==> config.mk <==
export PLATFORM = sky130hd
export DESIGN_NAME = sram_demux_1x2_flat
export DESIGN_NICKNAME = d
export VERILOG_FILES = /design/src/rtl/sram_demux_1x2_if.sv /design/src/rtl/sram_demux_1x2.sv /design/src/flat_wrapper.sv
export SDC_FILE = /design/constraint.sdc
export NUM_CORES = 1
export LEC_CHECK = 0
export ABC_AREA = 1
export BUFFER_PORTS_ARGS = -buffer_cell sky130_fd_sc_hd__buf_2
export CORE_AREA = 10 10 111 113
export CTS_CLUSTER_SIZE = 12
export DETAILED_ROUTE_END_ITERATION = 10
export DIE_AREA = 0 0 121 123
export PLACE_DENSITY = 0.7
export SYNTH_ARGS = -nofsm -noshare
export SYNTH_HDL_FRONTEND = slang
export SYNTH_SLANG_ARGS = --single-unit
==> constraint.sdc <==
create_clock -name clk -period 2 [get_ports clk]
set_input_delay 0.3 -clock clk [delete_from_list [all_inputs] [get_ports clk]]
set_output_delay 0.3 -clock clk [all_outputs]
set_load 0.01 [all_outputs]
==> src/rtl/sram_demux_1x2_if.sv <==
// sram_demux_1x2_if: bus bundle for the 1-to-2 SRAM request demux.
// Carries the CPU-side request/return signals and both slave-side ports.
// The demux uses the "slave" modport; the surrounding environment (CPU plus
// the two slave memories) uses the "master" modport.
interface sram_demux_1x2_if;
    // CPU side
    logic        cpu_en;
    logic [3:0]  cpu_wen;
    logic [31:0] cpu_addr;
    logic [31:0] cpu_wdata;
    logic [31:0] cpu_rdata;
    logic        cpu_rvalid;
    // Slave 0: data RAM
    logic        ram_en;
    logic [3:0]  ram_wen;
    logic [31:0] ram_addr;
    logic [31:0] ram_wdata;
    logic [31:0] ram_rdata;
    // Slave 1: confreg
    logic        conf_en;
    logic [3:0]  conf_wen;
    logic [31:0] conf_addr;
    logic [31:0] conf_wdata;
    logic [31:0] conf_rdata;

    modport master (
        output cpu_en, cpu_wen, cpu_addr, cpu_wdata, ram_rdata, conf_rdata,
        input  cpu_rdata, cpu_rvalid,
        input  ram_en, ram_wen, ram_addr, ram_wdata,
        input  conf_en, conf_wen, conf_addr, conf_wdata
    );

    modport slave (
        input  cpu_en, cpu_wen, cpu_addr, cpu_wdata, ram_rdata, conf_rdata,
        output cpu_rdata, cpu_rvalid,
        output ram_en, ram_wen, ram_addr, ram_wdata,
        output conf_en, conf_wen, conf_addr, conf_wdata
    );
endinterface

==> src/rtl/sram_demux_1x2.sv <==
// sram_demux_1x2: routes a CPU SRAM-style data request to the data RAM
// (slave 0) or the confreg block (slave 1) by decoding the address against
// the confreg window, and steers the returning read data back to the CPU
// using a select tag delayed by the shared slave read latency RD_LAT (1..4).
// Read data appears on cpu_rdata/cpu_rvalid RD_LAT+1 cycles after issue.
//
// Optional build macro SRAM_DEMUX_STAT_EN adds saturating 16-bit per-slave
// access counters (stat_ram_cnt / stat_conf_cnt).
module sram_demux_1x2 #(
    parameter logic [31:0] CONF_BASE = 32'hBFAF_0000,
    parameter logic [31:0] CONF_MASK = 32'hFFFF_0000,
    parameter int          RD_LAT    = 1
) (
    input  logic                 clk,
    input  logic                 reset,
`ifdef SRAM_DEMUX_STAT_EN
    output logic [15:0]          stat_ram_cnt,
    output logic [15:0]          stat_conf_cnt,
`endif
    sram_demux_1x2_if.slave      bus
);

    localparam int LAST = RD_LAT - 1;

    logic              hit;
    logic [RD_LAT-1:0] tag_v_q;
    logic [RD_LAT-1:0] tag_v_d;
    logic [RD_LAT-1:0] tag_sel_q;
    logic [RD_LAT-1:0] tag_sel_d;
    logic [31:0]       cpu_rdata_q;
    logic [31:0]       cpu_rdata_d;
    logic              cpu_rvalid_q;
    logic              cpu_rvalid_d;

    assign hit = ((bus.cpu_addr & CONF_MASK) == CONF_BASE);

    // Request path: enable/byte-enables go only to the decoded slave; both
    // are forced inactive while reset is held, whatever the CPU drives.
    always_comb begin
        bus.ram_en   = 1'b0;
        bus.conf_en  = 1'b0;
        bus.ram_wen  = 4'h0;
        bus.conf_wen = 4'h0;
        if (!reset) begin
            bus.ram_en   = bus.cpu_en & ~hit;
            bus.conf_en  = bus.cpu_en & hit;
            bus.ram_wen  = hit ? 4'h0 : bus.cpu_wen;
            bus.conf_wen = hit ? bus.cpu_wen : 4'h0;
        end
    end

    // Address and write data are shared wires to both slaves.
    assign bus.ram_addr   = bus.cpu_addr;
    assign bus.conf_addr  = bus.cpu_addr;
    assign bus.ram_wdata  = bus.cpu_wdata;
    assign bus.conf_wdata = bus.cpu_wdata;

    // Tag stage 0 captures every cycle: a valid bit for reads only (writes
    // still occupy a slot but never return data) and the slave select.
    assign tag_v_d[0]   = bus.cpu_en & (bus.cpu_wen == 4'h0);
    assign tag_sel_d[0] = hit;

    for (genvar g = 1; g < RD_LAT; g++) begin : g_tag_shift
        assign tag_v_d[g]   = tag_v_q[g-1];
        assign tag_sel_d[g] = tag_sel_q[g-1];
    end

    // Return path: when the oldest tag is valid the slave is presenting its
    // data this cycle; pick it by the tag select and ignore the other slave.
    always_comb begin
        cpu_rvalid_d = tag_v_q[LAST];
        cpu_rdata_d  = cpu_rdata_q;
        if (tag_v_q[LAST]) begin
            cpu_rdata_d = tag_sel_q[LAST] ? bus.conf_rdata : bus.ram_rdata;
        end
    end

    // Tag pipeline advance; reset discards every outstanding read.
    always_ff @(posedge clk or posedge reset) begin
        if (reset) begin
            tag_v_q   <= '0;
            tag_sel_q <= '0;
        end else begin
            tag_v_q   <= tag_v_d;
            tag_sel_q <= tag_sel_d;
        end
    end

    // Registered CPU return data and its one-cycle valid pulse.
    always_ff @(posedge clk or posedge reset) begin
        if (reset) begin
            cpu_rdata_q  <= 32'h0;
            cpu_rvalid_q <= 1'b0;
        end else begin
            cpu_rdata_q  <= cpu_rdata_d;
            cpu_rvalid_q <= cpu_rvalid_d;
        end
    end

    assign bus.cpu_rdata  = cpu_rdata_q;
    assign bus.cpu_rvalid = cpu_rvalid_q;

`ifdef SRAM_DEMUX_STAT_EN
    logic [15:0] stat_ram_q;
    logic [15:0] stat_conf_q;

    function automatic logic [15:0] sat_inc16(input logic [15:0] cnt);
        return (cnt == 16'hFFFF) ? cnt : cnt + 16'd1;
    endfunction

    // Per-slave access counters: count every enabled cycle, stick at max.
    always_ff @(posedge clk or posedge reset) begin
        if (reset) begin
            stat_ram_q  <= 16'h0;
            stat_conf_q <= 16'h0;
        end else begin
            if (bus.ram_en) begin
                stat_ram_q <= sat_inc16(stat_ram_q);
            end
            if (bus.conf_en) begin
                stat_conf_q <= sat_inc16(stat_conf_q);
            end
        end
    end

    assign stat_ram_cnt  = stat_ram_q;
    assign stat_conf_cnt = stat_conf_q;
`endif

endmodule

==> src/flat_wrapper.sv <==
// flat-port wrapper written by rule: the top's interface ports become plain ports
module sram_demux_1x2_flat 
#(
    parameter logic [31:0] CONF_BASE = 32'hBFAF_0000,
    parameter logic [31:0] CONF_MASK = 32'hFFFF_0000,
    parameter int          RD_LAT    = 1
)
  (clk, reset, bus_cpu_en, bus_cpu_wen, bus_cpu_addr, bus_cpu_wdata, bus_ram_rdata, bus_conf_rdata, bus_cpu_rdata, bus_cpu_rvalid, bus_ram_en, bus_ram_wen, bus_ram_addr, bus_ram_wdata, bus_conf_en, bus_conf_wen, bus_conf_addr, bus_conf_wdata);
  sram_demux_1x2_if bus_i ();
  input  logic clk;
  input  logic reset;
  input wire logic [$bits(bus_i.cpu_en)-1:0] bus_cpu_en;
  input wire logic [$bits(bus_i.cpu_wen)-1:0] bus_cpu_wen;
  input wire logic [$bits(bus_i.cpu_addr)-1:0] bus_cpu_addr;
  input wire logic [$bits(bus_i.cpu_wdata)-1:0] bus_cpu_wdata;
  input wire logic [$bits(bus_i.ram_rdata)-1:0] bus_ram_rdata;
  input wire logic [$bits(bus_i.conf_rdata)-1:0] bus_conf_rdata;
  output wire logic [$bits(bus_i.cpu_rdata)-1:0] bus_cpu_rdata;
  output wire logic [$bits(bus_i.cpu_rvalid)-1:0] bus_cpu_rvalid;
  output wire logic [$bits(bus_i.ram_en)-1:0] bus_ram_en;
  output wire logic [$bits(bus_i.ram_wen)-1:0] bus_ram_wen;
  output wire logic [$bits(bus_i.ram_addr)-1:0] bus_ram_addr;
  output wire logic [$bits(bus_i.ram_wdata)-1:0] bus_ram_wdata;
  output wire logic [$bits(bus_i.conf_en)-1:0] bus_conf_en;
  output wire logic [$bits(bus_i.conf_wen)-1:0] bus_conf_wen;
  output wire logic [$bits(bus_i.conf_addr)-1:0] bus_conf_addr;
  output wire logic [$bits(bus_i.conf_wdata)-1:0] bus_conf_wdata;
  assign bus_i.cpu_en = bus_cpu_en;
  assign bus_i.cpu_wen = bus_cpu_wen;
  assign bus_i.cpu_addr = bus_cpu_addr;
  assign bus_i.cpu_wdata = bus_cpu_wdata;
  assign bus_i.ram_rdata = bus_ram_rdata;
  assign bus_i.conf_rdata = bus_conf_rdata;
  assign bus_cpu_rdata = bus_i.cpu_rdata;
  assign bus_cpu_rvalid = bus_i.cpu_rvalid;
  assign bus_ram_en = bus_i.ram_en;
  assign bus_ram_wen = bus_i.ram_wen;
  assign bus_ram_addr = bus_i.ram_addr;
  assign bus_ram_wdata = bus_i.ram_wdata;
  assign bus_conf_en = bus_i.conf_en;
  assign bus_conf_wen = bus_i.conf_wen;
  assign bus_conf_addr = bus_i.conf_addr;
  assign bus_conf_wdata = bus_i.conf_wdata;
  sram_demux_1x2 #(.CONF_BASE(CONF_BASE), .CONF_MASK(CONF_MASK), .RD_LAT(RD_LAT)) u_core (.clk(clk), .reset(reset), .bus(bus_i));
endmodule
==> out/metrics.yaml <==
timing:
  report.final.slew_viol_count: 0
  setup_tns_ns: 0
  timing.final.crit_period_ns: 1.38
  tightestPinTransition_ns: 0.445
  hold_viol: 0
  rsz0062_at_grt: "no"
  count_of_endpoints_failing_setup_in_the_final_report: 0
  fin_crit_sh_pct: 69.2
  max_freq_ghz: 0.723
  hold_slack_ns: 0.181
  fin_ws_ns: 0.616
  clock_skew_ns: 0.00294
  slew_headroom_pct: 70.3
cts:
  ctsHoldBuffers: 0
  clkTransAtPathRegs_ns: 0.07
  cts_setup_buffers: 0
  tritoncts_clock_tree: "done"
  root_buffer: "sky130_fd_sc_hd__clkbuf_8"
  post_cts_resize_count: 0
  cts_sinks: 35
  clkLatencyLatePin_ns: 0.28
  cts_max_path_buffers: 2
  htreeDepth: 2
  cts_inserted_buffers: 5
synth:
  yosysSeqAreaShare_pct: 28.6
  postSynthAreaPerCell_sq_um: 8.55
  synth.distinct_cells: 15
  postSynthCellCount: 358
  synthesis.area_sq_mm: 0.00306
  postSynthRegisterBits: 35
  yosysWarningCount: 0
  syn-num-nets: 493
detailed_routing:
  first_iter_violations: 115
  final_wirelength_mm: 9.18
  drt-vias-per-instance: 4.24
  drt.antenna.violating_nets: 0
  routed_wire_length_per_instance_um: 17.5
  drc: 0
  detailroute.via_count: 2228
  first_pass_iters: 4
setup_path:
  timing_worst_setup_path_type: "in -> out"
  crit_path_top_delay_cell: "sky130_fd_sc_hd__nor2_4"
  max_stage_delay_ns: 0.18
  critical_path.endpoint_type: "primary output"
  worst-endpoint-required_ns: 1.70
  timing.critical_path.arrival_ns: 1.08
  path_max_fanout: 6
  timing.critical_path.from_type: "input pin"
  timing.critical_path.cells: "buf_2 -> nand2_1 -> nor2_1 -> nand2_1 -> nor2_4 -> nor2_1 -> buf_2"
placed_design:
  gp_congestion: 0.871
  io_buffers: 161
  numPlacedInstances: 517
  dp_worst_setup_slack_ns: 0.588
  placed_cell_area_sq_mm: 0.00295
  place_hpwl_mm: 8.00
cells_and_area:
  number_of_standard_cells_in_the_layout_taps_in_and_fillers_out: 525
  multiInputGateArea_sq_mm: 0.00100
  seqCellArea_sq_um: 877
  final_net_count: 523
  final_util_pct: 30.2
  final_layout_size_suffix_gt1_share_pct: 61.2
  nFillCells: 1073
  n_antenna_cell: 0
  layout.cell_area.non_filler_sq_mm: 0.00306
  area_growth_syn_to_layout_pct: 0.123
hold_path:
  worstHoldPathType: "in -> reg"
pwr:
  total_power_mw: 2.21
  vdd_drop_max_mv: 0.231
  power.leakage_nw: 1.50
  powerDensity_mw_per_mm2: 721
global_route:
  grt_first_pass_wirelength_mm: 13.6
  number_of_global_route_vias_before_repair: 2340
  grt_start_max_net_pins: 44
  grt.overflow.total: 0
  antenna_violations_before_repair: 0
  grtUsageTotal_pct: 11.4
die:
  start_util_pct: 30.2
  die_area_sq_mm: 0.0149
  dieHeight_um: 123
  placement_rows: 37
  die_boundary_width_um: 121
  design.core.area_sq_mm: 0.0101
  io_pins: 306
outcome:
  run_status: "completed"
job:
  maxCapViolations: 0
-- cell usage after synthesis, drive strengths merged --
cell type	n	share of area [%]
a31oi	32	13
buf	142	37
dfrtp	35	29
inv	11	1.6
nand2	84	13
nand4	1	0.20
nor2	52	6.6
nor3	1	0.16
-- flip-flops by register name, summed over array words and instances, names as in the netlist --
signal,count
u_core.bus.cpu_rdata,32
u_core.bus.cpu_rvalid,1
u_core.cpu_rvalid_d,1
u_core.tag_sel_q,1
-- critical path, delay by kind of cell --
family                 cells  cell delay [ns]
buffers and inverters      2             0.25
and+or+nand+nor            5             0.53
-- power by group --
part	leakage, nW	internal [mW]	switching, mW
Sequential	0.376	0.840	0.0693
Clock	0.0612	0.403	0.245
Combinational	1.06	0.302	0.348
Total	1.50	1.55	0.662
-- cells in the final DEF (no fill, tap or decap) --
cell,instances
sky130_fd_sc_hd__buf_12,1
sky130_fd_sc_hd__nor2_4,1
sky130_fd_sc_hd__a31oi_1,1
sky130_fd_sc_hd__nor2_1,51
sky130_fd_sc_hd__nand2_2,31
sky130_fd_sc_hd__bufinv_16,1
sky130_fd_sc_hd__dfrtp_1,34
sky130_fd_sc_hd__nand2_1,53
sky130_fd_sc_hd__nor3_1,1
sky130_fd_sc_hd__clkinv_2,1
sky130_fd_sc_hd__dfrtp_2,1
sky130_fd_sc_hd__buf_4,3
sky130_fd_sc_hd__a31oi_2,31
sky130_fd_sc_hd__buf_2,161
sky130_fd_sc_hd__inv_1,10
sky130_fd_sc_hd__nand4_1,1
sky130_fd_sc_hd__inv_8,1
sky130_fd_sc_hd__clkbuf_8,6
-- path summary, 6_finish.rpt --
check                                                    startpoint                                   to  slack (ns)  cells past startpoint
worst max-delay path                               bus_cpu_addr[27]                       bus_ram_wen[3]        0.62                      7
worst min-delay path                                 bus_cpu_wen[1]        u_core.cpu_rvalid_d$_DFF_PP0_        0.18                      2
worst max register to register        u_core.cpu_rvalid_d$_DFF_PP0_  u_core.bus.cpu_rdata[6]$_DFFE_PP0P_        0.73                      3
worst min register to register  u_core.bus.cpu_rdata[1]$_DFFE_PP0P_  u_core.bus.cpu_rdata[1]$_DFFE_PP0P_        0.54                      2
max in group asynchronous                                     reset        u_core.cpu_rvalid_d$_DFF_PP0_        1.39                      3
min in group asynchronous                                     reset        u_core.cpu_rvalid_d$_DFF_PP0_        0.28                      3
-- cell type report --
type,count,area share (%)
clock buffer,6,2.70
clock inverter,2,1.14
sequential,35,28.6
tap,136,5.56
multi-input combinational,170,32.7
timing repair buffer,165,27.7
inverter,11,1.59
-- per-layer routing --
metal | global-route usage [%] | wire (um) | part of all wire, %
met5 | 0 | 0 | 0
met4 | 4.30 | 221 | 2.4
met3 | 8.39 | 1620 | 18
met2 | 19.1 | 4340 | 47
met1 | 10.5 | 3000 | 33
-- cells by family (layout without fill, tap and decap cells) --
group | Yosys count | in the layout | share of synthesized area, %
compound gates | 32 | 32 | 12.9
buf+inv | 153 | 184 | 38.7
flops | 35 | 35 | 28.6
simple gates | 138 | 138 | 19.8
Power figures use the tool's default switching activity.
